`config.mk`:
```
export PLATFORM = sky130hd
export DESIGN_NAME = rs_stream_decoder_flat
export DESIGN_NICKNAME = d
export VERILOG_FILES = /design/src/rtl/rs_stream_decoder_if.sv /design/src/rtl/rs_stream_decoder.sv /design/src/flat_wrapper.sv
export SDC_FILE = /design/constraint.sdc
export NUM_CORES = 1
export LEC_CHECK = 0
export BUFFER_PORTS_ARGS = -buffer_cell sky130_fd_sc_hd__clkbuf_2
export CORE_MARGIN = 3
export CORE_UTILIZATION = 40
export DETAILED_ROUTE_END_ITERATION = 10
export GPL_ROUTABILITY_DRIVEN = 0
export PLACE_DENSITY = 0.61
export SETUP_SLACK_MARGIN = 0.4
export SLEW_MARGIN = 10
export SYNTH_ARGS = -nofsm -noshare
export SYNTH_HDL_FRONTEND = slang
export SYNTH_SLANG_ARGS = --single-unit
```
`constraint.sdc`:
```
create_clock -name clk -period 13.56 [get_ports clk]
set_input_delay 0.678 -clock clk [delete_from_list [all_inputs] [get_ports clk]]
set_output_delay 0.678 -clock clk [all_outputs]
set_load 0.05 [all_outputs]
```
`src/rtl/rs_stream_decoder_if.sv`:
```
// Stream bus of the RS decoder: symbol input, corrected symbol output and
// per-codeword status flags.
interface rs_stream_decoder_if #(
  parameter int SYMBOL_WIDTH = 3,
  parameter int LOC_WIDTH    = 3
);
  // A beat transfers on the rising clock edge where valid && ready are both 1;
  // the producer holds data stable while valid is high and ready is low.
  logic                    in_valid;
  logic                    in_ready;
  logic [SYMBOL_WIDTH-1:0] in_symbol;
  logic                    out_valid;
  logic                    out_ready;
  logic [SYMBOL_WIDTH-1:0] out_symbol;
  logic                    out_last;
  logic                    err_detected;
  logic                    err_corrected;
  logic                    err_uncorrectable;
  logic [LOC_WIDTH-1:0]    err_loc;

  modport master (
    output in_valid, in_symbol, out_ready,
    input  in_ready, out_valid, out_symbol, out_last,
           err_detected, err_corrected, err_uncorrectable, err_loc
  );

  modport slave (
    input  in_valid, in_symbol, out_ready,
    output in_ready, out_valid, out_symbol, out_last,
           err_detected, err_corrected, err_uncorrectable, err_loc
  );
endinterface

```
`src/rtl/rs_stream_decoder.sv`:
```
// Streaming single-symbol-error Reed-Solomon decoder over GF(2^m): collects a
// codeword while building S1/S2, solves in one cycle, streams out the fix.
module rs_stream_decoder #(
  parameter int                    SYMBOL_WIDTH = 3,
  parameter int                    N            = 7,
  parameter logic [SYMBOL_WIDTH:0] PRIM_POLY    = 4'b1011,
  parameter int                    LOC_WIDTH    = $clog2(N)
) (
  input  logic       clk,
  input  logic       reset,
  rs_stream_decoder_if.slave bus,
  output logic [1:0] state_dbg
);

  localparam int Q  = (1 << SYMBOL_WIDTH) - 1;
  localparam int TW = SYMBOL_WIDTH * (Q + 1);
  localparam logic [LOC_WIDTH-1:0] LAST_IDX = LOC_WIDTH'(N - 1);

  typedef logic [SYMBOL_WIDTH-1:0] sym_t;
  typedef enum logic [1:0] {COLLECT = 2'd0, SOLVE = 2'd1, OUTPUT = 2'd2} state_t;

  function automatic sym_t mul_alpha(input sym_t x);
    logic [SYMBOL_WIDTH:0] t;
    t = {x, 1'b0};
    if (t[SYMBOL_WIDTH]) t = t ^ PRIM_POLY;
    return t[SYMBOL_WIDTH-1:0];
  endfunction

  // Antilog table: entry i holds alpha^i for i in 0..Q-1.
  function automatic logic [TW-1:0] build_exp();
    logic [TW-1:0] t;
    sym_t          a;
    t = '0;
    a = sym_t'(1);
    for (int i = 0; i < Q; i++) begin
      t[i*SYMBOL_WIDTH +: SYMBOL_WIDTH] = a;
      a = mul_alpha(a);
    end
    return t;
  endfunction

  // Log table indexed by field element; entry 0 is unused.
  function automatic logic [TW-1:0] build_log();
    logic [TW-1:0] t;
    sym_t          a;
    t = '0;
    a = sym_t'(1);
    for (int i = 0; i < Q; i++) begin
      t[int'(a)*SYMBOL_WIDTH +: SYMBOL_WIDTH] = SYMBOL_WIDTH'(i);
      a = mul_alpha(a);
    end
    return t;
  endfunction

  localparam logic [TW-1:0] EXP_TBL = build_exp();
  localparam logic [TW-1:0] LOG_TBL = build_log();

  state_t               state, state_next;
  logic [LOC_WIDTH-1:0] cnt;
  sym_t                 s1, s2;
  sym_t                 y1;
  logic [LOC_WIDTH-1:0] fix_idx;
  logic                 det_q, corr_q, unc_q;
  logic [LOC_WIDTH-1:0] loc_q;
  sym_t                 sym_buf [N];

  logic                 accept, out_fire, last_in, last_out;

  int                   l1, l2, dj, de;
  logic                 sol_det, sol_corr, sol_unc;
  sym_t                 y_calc;

  always_ff @(posedge clk or negedge reset) begin
    if (!reset) state <= COLLECT;
    else        state <= state_next;
  end

  always_comb begin
    state_next    = state;
    bus.in_ready  = 1'b0;
    bus.out_valid = 1'b0;
    case (state)
      COLLECT: begin
        bus.in_ready = 1'b1;
        if (bus.in_valid && cnt == LAST_IDX) state_next = SOLVE;
      end
      SOLVE: state_next = OUTPUT;
      OUTPUT: begin
        bus.out_valid = 1'b1;
        if (bus.out_ready && cnt == LAST_IDX) state_next = COLLECT;
      end
      default: state_next = COLLECT;
    endcase
  end

  assign accept   = bus.in_valid && bus.in_ready;
  assign out_fire = bus.out_valid && bus.out_ready;
  assign last_in  = accept && (cnt == LAST_IDX);
  assign last_out = out_fire && (cnt == LAST_IDX);

  // Error position is log(S2/S1); error value is S1^2/S2, both mod Q.
  always_comb begin
    l1 = int'(LOG_TBL[int'(s1)*SYMBOL_WIDTH +: SYMBOL_WIDTH]);
    l2 = int'(LOG_TBL[int'(s2)*SYMBOL_WIDTH +: SYMBOL_WIDTH]);
    dj = l2 - l1;
    if (dj < 0) dj = dj + Q;
    de = 2 * l1 - l2;
    if (de < 0)       de = de + Q;
    else if (de >= Q) de = de - Q;
    y_calc   = EXP_TBL[de*SYMBOL_WIDTH +: SYMBOL_WIDTH];
    sol_det  = (s1 != '0) || (s2 != '0);
    sol_corr = (s1 != '0) && (s2 != '0) && (dj < N);
    sol_unc  = sol_det && !sol_corr;
  end

  always_ff @(posedge clk or negedge reset) begin
    if (!reset) begin
      cnt     <= '0;
      s1      <= '0;
      s2      <= '0;
      y1      <= '0;
      fix_idx <= '0;
      det_q   <= 1'b0;
      corr_q  <= 1'b0;
      unc_q   <= 1'b0;
      loc_q   <= '0;
    end else begin
      case (state)
        COLLECT: begin
          if (accept) begin
            s1  <= mul_alpha(s1) ^ bus.in_symbol;
            s2  <= mul_alpha(mul_alpha(s2)) ^ bus.in_symbol;
            cnt <= last_in ? '0 : cnt + 1'b1;
          end
        end
        SOLVE: begin
          det_q   <= sol_det;
          corr_q  <= sol_corr;
          unc_q   <= sol_unc;
          loc_q   <= sol_corr ? LOC_WIDTH'(dj) : '0;
          fix_idx <= sol_corr ? LAST_IDX - LOC_WIDTH'(dj) : '0;
          y1      <= sol_corr ? y_calc : '0;
        end
        OUTPUT: begin
          if (last_out) begin
            cnt    <= '0;
            s1     <= '0;
            s2     <= '0;
            det_q  <= 1'b0;
            corr_q <= 1'b0;
            unc_q  <= 1'b0;
            loc_q  <= '0;
          end else if (out_fire) begin
            cnt <= cnt + 1'b1;
          end
        end
        default: cnt <= '0;
      endcase
    end
  end

  // Buffer contents are don't-care after reset, so no reset term here.
  always_ff @(posedge clk) begin
    if (accept) sym_buf[cnt] <= bus.in_symbol;
  end

  always_comb begin
    bus.out_symbol = '0;
    if (state == OUTPUT)
      bus.out_symbol = sym_buf[cnt] ^ ((corr_q && cnt == fix_idx) ? y1 : '0);
  end

  assign bus.out_last          = (state == OUTPUT) && (cnt == LAST_IDX);
  assign bus.err_detected      = det_q;
  assign bus.err_corrected     = corr_q;
  assign bus.err_uncorrectable = unc_q;
  assign bus.err_loc           = loc_q;
  assign state_dbg             = state;

endmodule

```
`src/flat_wrapper.sv`:
```
// flat-port wrapper written by rule: the top's interface ports become plain ports
module rs_stream_decoder_flat 
#(
  parameter int                    SYMBOL_WIDTH = 3,
  parameter int                    N            = 7,
  parameter logic [SYMBOL_WIDTH:0] PRIM_POLY    = 4'b1011,
  parameter int                    LOC_WIDTH    = $clog2(N)
)
  (clk, reset, state_dbg, bus_in_valid, bus_in_symbol, bus_out_ready, bus_in_ready, bus_out_valid, bus_out_symbol, bus_out_last, bus_err_detected, bus_err_corrected, bus_err_uncorrectable, bus_err_loc);
  rs_stream_decoder_if #(.SYMBOL_WIDTH(SYMBOL_WIDTH), .LOC_WIDTH(LOC_WIDTH)) bus_i ();
  input  logic clk;
  input  logic reset;
  output logic [1:0] state_dbg;
  input wire logic [$bits(bus_i.in_valid)-1:0] bus_in_valid;
  input wire logic [$bits(bus_i.in_symbol)-1:0] bus_in_symbol;
  input wire logic [$bits(bus_i.out_ready)-1:0] bus_out_ready;
  output wire logic [$bits(bus_i.in_ready)-1:0] bus_in_ready;
  output wire logic [$bits(bus_i.out_valid)-1:0] bus_out_valid;
  output wire logic [$bits(bus_i.out_symbol)-1:0] bus_out_symbol;
  output wire logic [$bits(bus_i.out_last)-1:0] bus_out_last;
  output wire logic [$bits(bus_i.err_detected)-1:0] bus_err_detected;
  output wire logic [$bits(bus_i.err_corrected)-1:0] bus_err_corrected;
  output wire logic [$bits(bus_i.err_uncorrectable)-1:0] bus_err_uncorrectable;
  output wire logic [$bits(bus_i.err_loc)-1:0] bus_err_loc;
  assign bus_i.in_valid = bus_in_valid;
  assign bus_i.in_symbol = bus_in_symbol;
  assign bus_i.out_ready = bus_out_ready;
  assign bus_in_ready = bus_i.in_ready;
  assign bus_out_valid = bus_i.out_valid;
  assign bus_out_symbol = bus_i.out_symbol;
  assign bus_out_last = bus_i.out_last;
  assign bus_err_detected = bus_i.err_detected;
  assign bus_err_corrected = bus_i.err_corrected;
  assign bus_err_uncorrectable = bus_i.err_uncorrectable;
  assign bus_err_loc = bus_i.err_loc;
  rs_stream_decoder #(.SYMBOL_WIDTH(SYMBOL_WIDTH), .N(N), .PRIM_POLY(PRIM_POLY), .LOC_WIDTH(LOC_WIDTH)) u_core (.clk(clk), .reset(reset), .bus(bus_i), .state_dbg(state_dbg));
endmodule
```
==> flow_summary.ini, run 1 <==
[outcome]
status = finished, final reports clean

[die]
ios = 21
fp.dieH_um = 98.3
initial_core_util_pct = 41.3
coreArea_sq_um = 8260
rows = 33
die_width_um = 98.3
die_area_sq_um = 9660

[timing]
fin_crit_sh_pct = 45.1
finalHoldViolations = 0
worst_slew_pin_slew_ns = 0.665
setup_viol = 0
max-slew-margin-rel_pct = 55.6
max_freq_mhz = 163
tns_ns = 0
fin_ws_ns = 7.44
finalCriticalPeriod_ns = 6.12
slew_violations = 0
clock_skew_ns = 0.00827
grt_setup_unrepaired = false

[setup_path]
cp-end-kind = flip-flop
timing.rr.start = u_core.s2[1]$_DFFE_PN0P_
crit_path_start_kind = flip-flop
arrival_ns = 6.33
cp.required_ns = 13.77
cp_max_fo = 10
criticalPathCategory = reg -> reg
rrSetupSlack_ns = 7.44
r2r_cells = 26
r2r_end = u_core.y1[1]$_DFFE_PN0P_

[logic_synthesis]
avgSynthCellArea_sq_um = 9.79
synth.cell_area_sq_um = 3410
synth_most_common_cell = nand2_1
synth_common_cells = 34 x nand2_1, 28 x nor2_1, 23 x dfrtp_1, 21 x edfxtp_1, 20 x ha_1
synth_edf_count = 21
synth_top_cell_by_area = edfxtp_1
synth_top_area_share_pct = 18.5
yosysSeqAreaShare_pct = 35.4
ys_ff_latch = 44
synth.distinct_cells = 79
ys_top_cells_by_area = edfxtp_1 19%, dfrtp_1 17%, ha_1 7.3%, nand2_1 3.7%, xnor2_1 3.3%
synth_warnings = 0
ys.flop_type = dfrtp_1
synthCells = 348
syn_nets = 376
async_flop_share_pct = 52.3

[cells_and_area]
nets = 388
drive_gt1_share_pct = 18.0
diodes = 0
stdcell_count = 466
fin_area_sq_um = 3620
area_delta_synth_final_pct = 6.31

[grt]
overflow = 0
grt_pass1_wl_um = 12500
first_global_vias = 2598
grt_use_total_pct = 15.8
antenna_found_initial = 0
grt_max_degree = 24

[clocking]
path_clk_slew_ns = 0.08
post_cts_buffers = 0
ctsResizeCount = 0
cts_buffer_depth = 2
tritoncts = yes
clock-sinks = 44
numCtsBuffers = 5
cts_hold_buf = 0
htree_levels = 2
clock-root-buffer = clkbuf_8
clk_latency_ns = 0.29

[flow_run]
drv_cap = 0

[routing]
vias_per_cell = 5.58
initialDrtViolationCount = 124
first_pass_iters = 4
drc = 0
wire_per_inst_um = 15.5
drt_wl_total_um = 7230
ant_nets = 0
vias = 2601

[placed_design]
dp_slack_ns = 7.53
place_inst = 458
port_buffers = 20
dp_hpwl_um = 5480
post_dp_cell_area_sq_um = 3540

[worst_hold_path]
min_path_type = in -> async
[cells in the final DEF (no fill, tap or decap), types with 4 or more instances in the layout]
| cell | instances |
|---|---|
| o31ai_1 | 6 |
| dfrtp_1 | 23 |
| nor3_1 | 12 |
| a22o_1 | 6 |
| xor2_1 | 8 |
| edfxtp_1 | 21 |
| nand2b_1 | 8 |
| o21ai_0 | 11 |
| clkbuf_2 | 20 |
| nand3_1 | 5 |
| a21o_1 | 5 |
| ha_1 | 20 |
| a21oi_1 | 16 |
| clkbuf_8 | 5 |
| nor2_1 | 28 |
| nand3b_1 | 4 |
| mux2i_1 | 6 |
| o311a_1 | 4 |
| and2_1 | 5 |
| inv_1 | 18 |
| o211ai_1 | 4 |
| o22ai_1 | 4 |
| nand2_1 | 34 |
| xnor2_1 | 13 |
[flip-flops by register name, summed over array words and instances (netlist names)]
| register | flops |
|---|---|
| u_core.bus.err_corrected | 1 |
| u_core.bus.err_detected | 1 |
| u_core.bus.err_loc | 3 |
| u_core.bus.err_uncorrectable | 1 |
| u_core.cnt | 3 |
| u_core.fix_idx | 3 |
| u_core.s1 | 3 |
| u_core.s2 | 3 |
| u_core.state_dbg | 2 |
| u_core.sym_buf | 21 |
| u_core.y1 | 3 |
[critical path, stage by stage (launching register included)]
cell and delay (ns):
dfrtp_1 0.55, and3b_4 0.30, o211a_1 0.22, or2_2 0.31
ha_1 0.23, nand2b_1 0.17, a21oi_1 0.41, inv_1 0.09
ha_1 0.27, a31oi_1 0.30, nand2b_1 0.16, mux2_2 0.33
o22ai_1 0.12, a22oi_1 0.12, ha_1 0.31, ha_1 0.17
inv_1 0.06, fa_1 0.39, nor2b_1 0.12, o21a_1 0.11
nor2_1 0.04, xnor2_1 0.23, nand3b_1 0.17, o221ai_4 0.21
xnor2_2 0.14, o311a_1 0.36, a31oi_1 0.14
[area by class of cell]
class / instances / area [sq um]
well taps: 105 / 131
multi-input cells: 270 / 2030
repair buffers: 20 / 100
fillers: 819 / 4630
clock buffers: 6 / 72.6
clock inverters: 2 / 12.5
flip-flops and latches: 44 / 1210
inverters: 19 / 71.3
[worst max-delay path by stage]
stage	from	slack, ns	cells past startpoint	end
2_1_floorplan	u_core.s2[0]$_DFFE_PN0P_	8.02	27	u_core.y1[1]$_DFFE_PN0P_
3_3_place_gp	u_core.s2[1]$_DFFE_PN0P_	7.64	26	u_core.y1[1]$_DFFE_PN0P_
3_5_place_dp	u_core.s2[1]$_DFFE_PN0P_	7.53	26	u_core.y1[1]$_DFFE_PN0P_
4_1_cts	u_core.s2[1]$_DFFE_PN0P_	7.45	26	u_core.y1[1]$_DFFE_PN0P_
5_1_grt	u_core.s2[1]$_DFFE_PN0P_	6.97	26	u_core.y1[1]$_DFFE_PN0P_
6_report	u_core.s2[1]$_DFFE_PN0P_	7.44	26	u_core.y1[1]$_DFFE_PN0P_
[logic make-up after synthesis]
logic type / Yosys count / share of synthesized area [%]
and+or+nand+nor: 128 / 20.7
xor gates and xnor gates: 24 / 7.05
AOI/OAI and AO/OA: 87 / 20.5
muxes: 10 / 3.41
DFF: 44 / 35.4
buffers and inverters: 34 / 5.07
adders and majority gates: 21 / 7.93
[metal layers]
layer | part of all wire [%] | vias to the layer above | global-route usage, %
met4 | 1.4 | 0 | 4.94
met5 | 0 | - | 0
met3 | 3.3 | 8 | 2.29
met1 | 50 | 1253 | 22.3
li1 | - | 1291 | -
met2 | 45 | 49 | 25.1
[stage by stage]
stage | utilization, % | hold WS [ns]
2_1_floorplan | - | 0.382
3_3_place_gp | 42.8 | 0.480
3_5_place_dp | 42.8 | 0.484
4_1_cts | 43.9 | 0.395
5_1_grt | 43.9 | 0.422
6_report | 43.9 | 0.377
Power of run 1 is left out: the tool's default activity adds up to more than one toggle a clock period on the data nets, which glitch-free logic cannot reach.
==> inputs of run 2 (changes only) <==
PLACE_DENSITY = 0.64   (was 0.61)
clock period = 5.6 ns   (was 13.56 ns; I/O delays follow)
==> run 2 against run 1 <==
Critical path depth is 1 higher. Sequential share of layout area shrank 2.6 points. Critical endpoint unchanged. First-iteration DRC count down 52%. Wire length up 1.9%. Final area grew 8.8%. Count of clock-buffer cells in the layout unchanged. Clock skew is 0.0025 ns higher. Via count up 2.7%. Utilization up 3.8 points. Largest cell class unchanged. Fmax up 18%. Critical path type unchanged.
==> flow_summary.ini, run 2 (synthesis results as in run 1) <==
[grt]
overflow = 0
gr-max-usage-layer = met2
use_met1_pct = 22.2
use_met3_pct = 1.64
first_global_vias = 2572
grt_util_met2_pct = 26.1
grt_use_total_pct = 15.8
antenna_found_initial = 0
grt_pass1_wl_um = 12700
grt_max_degree = 24

[die]
fp.dieH_um = 98.3
ios = 21
initial_core_util_pct = 41.3
coreArea_sq_um = 8260
rows = 33
die_width_um = 98.3
die_area_sq_um = 9660

[setup_path]
cp.required_ns = 5.81
cp-startpoint = u_core.s2[2]$_DFFE_PN0P_
arrival_ns = 5.40
cp-end-kind = flip-flop
criticalPathCategory = reg -> reg
rrSetupSlack_ns = 0.42
crit_path_start_kind = flip-flop
timing.rr.start = u_core.s2[2]$_DFFE_PN0P_
cp_max_fo = 6

[cells_and_area]
area_delta_synth_final_pct = 15.6
diodes = 0
drive_gt1_share_pct = 27.3
num-fill-cells = 807
nets = 412
final_cell_mix = 34 x nand2_1, 28 x nor2_1, 22 x buf_4, 21 x dfrtp_1, 21 x edfxtp_1
final_common_cell = nand2_1
multiInputGateArea_sq_um = 2160
stdcell_count = 490
area.sequential_sq_um = 1210
top_register = u_core.sym_buf
largest_reg_flops = 21

[routing]
vias_per_cell = 5.45
wire_per_inst_um = 15.0
initialDrtViolationCount = 60
ant_nets = 0
drc = 0
first_pass_iters = 4
vias = 2672
drt_wl_total_um = 7370

[flow_run]
drv_cap = 0

[timing]
fin_ws_ns = 0.416
clock_skew_ns = 0.0108
max_freq_mhz = 193
worst_slew_pin_slew_ns = 0.675
tns_ns = 0
slew_violations = 0
grt_setup_unrepaired = true
fin_crit_sh_pct = 92.6
finalCriticalPeriod_ns = 5.18
max-slew-margin-rel_pct = 54.6
finalHoldViolations = 0
setup_viol = 0

[clocking]
numCtsBuffers = 5
clk_latency_ns = 0.29
clock-root-buffer = clkbuf_8
cts_buffer_depth = 2
htree_levels = 2
path_clk_slew_ns = 0.08
tritoncts = yes
clock-sinks = 44

[placed_design]
place_inst = 468
dp_slack_ns = 0.0635
port_buffers = 20
dp_hpwl_um = 5500

[worst_hold_path]
min_from = bus_in_valid
min_path_type = in -> reg

[outcome]
status = finished, final reports clean
## run 2: changes by cell type in the layout (fill, tap and decap cells not counted), sizes merged
| cell | delta |
|---|---|
| buf | +23 |
| dlygate4sd3 | +1 |
## run 2: final timing paths
path,end,cells past startpoint
max in group asynchronous,u_core.s1[1]$_DFFE_PN0P_,2
max,u_core.y1[1]$_DFFE_PN0P_,27
min in group asynchronous,u_core.state_dbg[0]$_DFFE_PN0P_,2
max reg2reg,u_core.y1[1]$_DFFE_PN0P_,27
min reg2reg,u_core.y1[0]$_DFFE_PN0P_,2
min,u_core.s2[1]$_DFFE_PN0P_,3
## run 2: area by class of cell
class                   instances  share of cell area, %
repair buffers                 44                   7.27
clock inverters                 2                  0.317
multi-input cells             270                   54.8
flip-flops and latches         44                   30.7
clock buffers                   6                   1.84
well taps                     105                   3.33
inverters                      19                   1.81
## run 2: metrics by stage
step                      hold slack [ns]  utilization (%)  instance area [sq um]
after floorplan                   -0.0156                -                   3440
after global placement              0.314             44.2                   3650
after detailed placement            0.315             44.2                   3650
after CTS                           0.347             47.2                   3900
after global routing                0.359             47.7                   3940
final                               0.353             47.7                   3940
## run 2: per-layer routing
metal / wire length (um) / part of all wire, %
met1: 3650 / 50
met2: 3520 / 48
met3: 140 / 1.9
met4: 57 / 0.77
met5: 0 / 0
## run 2: worst max-delay path: stages (launching register included)
cell,delay [ns]
dfrtp_1,0.37
and3b_4,0.23
o211a_1,0.22
or2_4,0.25
ha_4,0.18
a41oi_4,0.18
xnor3_2,0.31
o21ai_2,0.13
ha_2,0.22
a31oi_4,0.05
nand2b_4,0.16
mux2_2,0.28
o22ai_2,0.10
a22oi_2,0.10
ha_1,0.30
ha_2,0.17
inv_1,0.05
fa_2,0.34
nor2b_1,0.13
o21a_1,0.12
nor2_1,0.05
xnor2_2,0.14
buf_4,0.14
nand3_1,0.11
o221ai_4,0.14
xnor2_4,0.17
o311a_1,0.33
a31oi_1,0.14
## run 2: what timing repair did
action,in CTS,in global routing
endpoints found under the setup margin,3,3
hold buffers,1,0
setup buffers,10,3
hold endpoints to repair,16,0
pin swaps,11,2
gates resized for setup,14,4
Power of run 2 is left out for the same reason.
==> inputs of run 3 (changes only) <==
PLACE_DENSITY = 0.62   (was 0.64)
==> run 3 against run 2 <==
Final area is 2.5% higher. Global-route usage is 0.39 points higher. Die area stayed put. Sequential share of layout area is 0.76 points lower. Cell count is 0.61% higher. Fmax hardly changed. Clock skew is 0.0016 ns higher.
==> flow_summary.ini, run 3 (synthesis results as in run 1) <==
[outcome]
status = finished, final reports clean

[routing]
first_pass_iters = 4
drc = 0
wire_per_inst_um = 15.6
vias = 2722
initialDrtViolationCount = 134
ant_nets = 0
vias_per_cell = 5.52
drt_wl_total_um = 7670

[grt]
grt_pass1_wl_um = 13100
antenna_found_initial = 0
first_global_vias = 2686
grt_max_degree = 24
grt_use_total_pct = 16.2
overflow = 0

[cells_and_area]
final_common_cell = nand2_1
final_cell_mix = 34 x nand2_1, 28 x nor2_1, 24 x buf_4, 21 x dfrtp_1, 21 x edfxtp_1
diodes = 0
num-fill-cells = 738
nets = 415
area_delta_synth_final_pct = 18.6
top_register = u_core.sym_buf
drive_gt1_share_pct = 28.6
largest_reg_flops = 21

[setup_path]
crit_path_start_kind = flip-flop
cp.required_ns = 5.83
criticalPathCategory = reg -> reg
arrival_ns = 5.42
cp_common_cell = ha_4
cp-end-kind = flip-flop
crit_slowest_cell = dfrtp_1
path_buf_inv = 2
cp_max_fo = 7
crit_family = compound AO/OA/AOI/OAI gates
slowest_delay_ns = 0.39

[timing]
fin_crit_sh_pct = 92.7
finalCriticalPeriod_ns = 5.19
clock_skew_ns = 0.0123
slew_violations = 0
worst_slew_pin_slew_ns = 0.699
tns_ns = 0
max-slew-margin-rel_pct = 53.0
setup_viol = 0
finalHoldViolations = 0
grt_setup_unrepaired = true
max_freq_mhz = 193

[clocking]
cts_buffer_depth = 2
numCtsBuffers = 5
htree_levels = 2
clock-sinks = 44
clock-root-buffer = clkbuf_8
tritoncts = yes
clk_latency_ns = 0.30
path_clk_slew_ns = 0.10

[die]
initial_core_util_pct = 41.3
ios = 21
rows = 33
die_area_sq_um = 9660
die_width_um = 98.3
coreArea_sq_um = 8260
fp.dieH_um = 98.3

[placed_design]
port_buffers = 20
dp_hpwl_um = 5620

[worst_hold_path]
min_path_type = in -> reg

[flow_run]
drv_cap = 0
[run 3: cell type report]
| type | count | area [sq um] | share of cell area (%) |
|---|---|---|---|
| multi-input combinational | 270 | 2200 | 54.5 |
| sequential | 44 | 1210 | 29.9 |
| timing repair buffer | 47 | 313 | 7.74 |
| tap | 105 | 131 | 3.25 |
| inverter | 19 | 71.3 | 1.76 |
| clock buffer | 5 | 68.8 | 1.70 |
| clock inverter | 3 | 46.3 | 1.15 |
[run 3: metrics by stage]
step                      cell area [sq um]  std cells  utilization, %  setup slack [ns]  hold slack [ns]
after floorplan                        3440        348               -             0.360          -0.0156
after global placement                 3640        467            44.1             0.219            0.315
after detailed placement               3640        467            44.1            0.0358            0.320
after CTS                              3910        485            47.4             0.360            0.309
after global routing                   4040        493            48.9             0.150            0.353
final                                  4040        493            48.9             0.411            0.337
[run 3: path summary, 6_finish.rpt]
kind	startpoint	end	slack (ns)	cells past startpoint
max	u_core.s2[2]$_DFFE_PN0P_	u_core.y1[1]$_DFFE_PN0P_	0.41	27
max reg2reg	u_core.s2[2]$_DFFE_PN0P_	u_core.y1[1]$_DFFE_PN0P_	0.41	27
min reg2reg	u_core.bus.err_loc[0]$_DFFE_PN0P_	u_core.bus.err_loc[0]$_DFFE_PN0P_	0.51	2
min	bus_in_valid	u_core.s2[1]$_DFFE_PN0P_	0.34	3
max in group asynchronous	reset	u_core.s1[2]$_DFFE_PN0P_	4.65	2
min in group asynchronous	reset	u_core.state_dbg[0]$_DFFE_PN0P_	0.51	2
[run 3: repair_timing]
action,in CTS,in global routing
setup buffers,9,8
gates resized for setup,13,10
endpoints found under the setup margin,3,3
endpoints found under the hold margin,10,0
pin swaps,10,6
hold buffers,1,0
[run 3: metal layers]
metal / up-vias / wire [um] / GRT usage [%]
met3: 8 / 291 / 2.07
met4: 0 / 133 / 4.31
met2: 69 / 3560 / 26.0
met1: 1289 / 3690 / 23.0
li1: 1356 / - / -
met5: - / 0 / 0
[run 3: worst reg2reg max path, stage by stage (launching register included)]
cell and delay [ns]:
dfrtp_1 0.39, and3b_4 0.23, o211a_1 0.22, or2_4 0.24
ha_4 0.18, a41oi_4 0.19, xnor3_2 0.21, o21ai_2 0.07
ha_4 0.19, a31oi_4 0.18, nand2b_4 0.15, mux2_2 0.33
o22ai_2 0.11, a22oi_2 0.09, ha_1 0.34, ha_4 0.14
inv_1 0.05, fa_2 0.34, nor2b_1 0.12, o21a_1 0.11
nor2_1 0.05, xnor2_2 0.14, buf_4 0.14, nand3_1 0.11
o221ai_4 0.13, xnor2_4 0.18, o311a_1 0.34, a31oi_1 0.14
Power of run 3 is left out for the same reason.
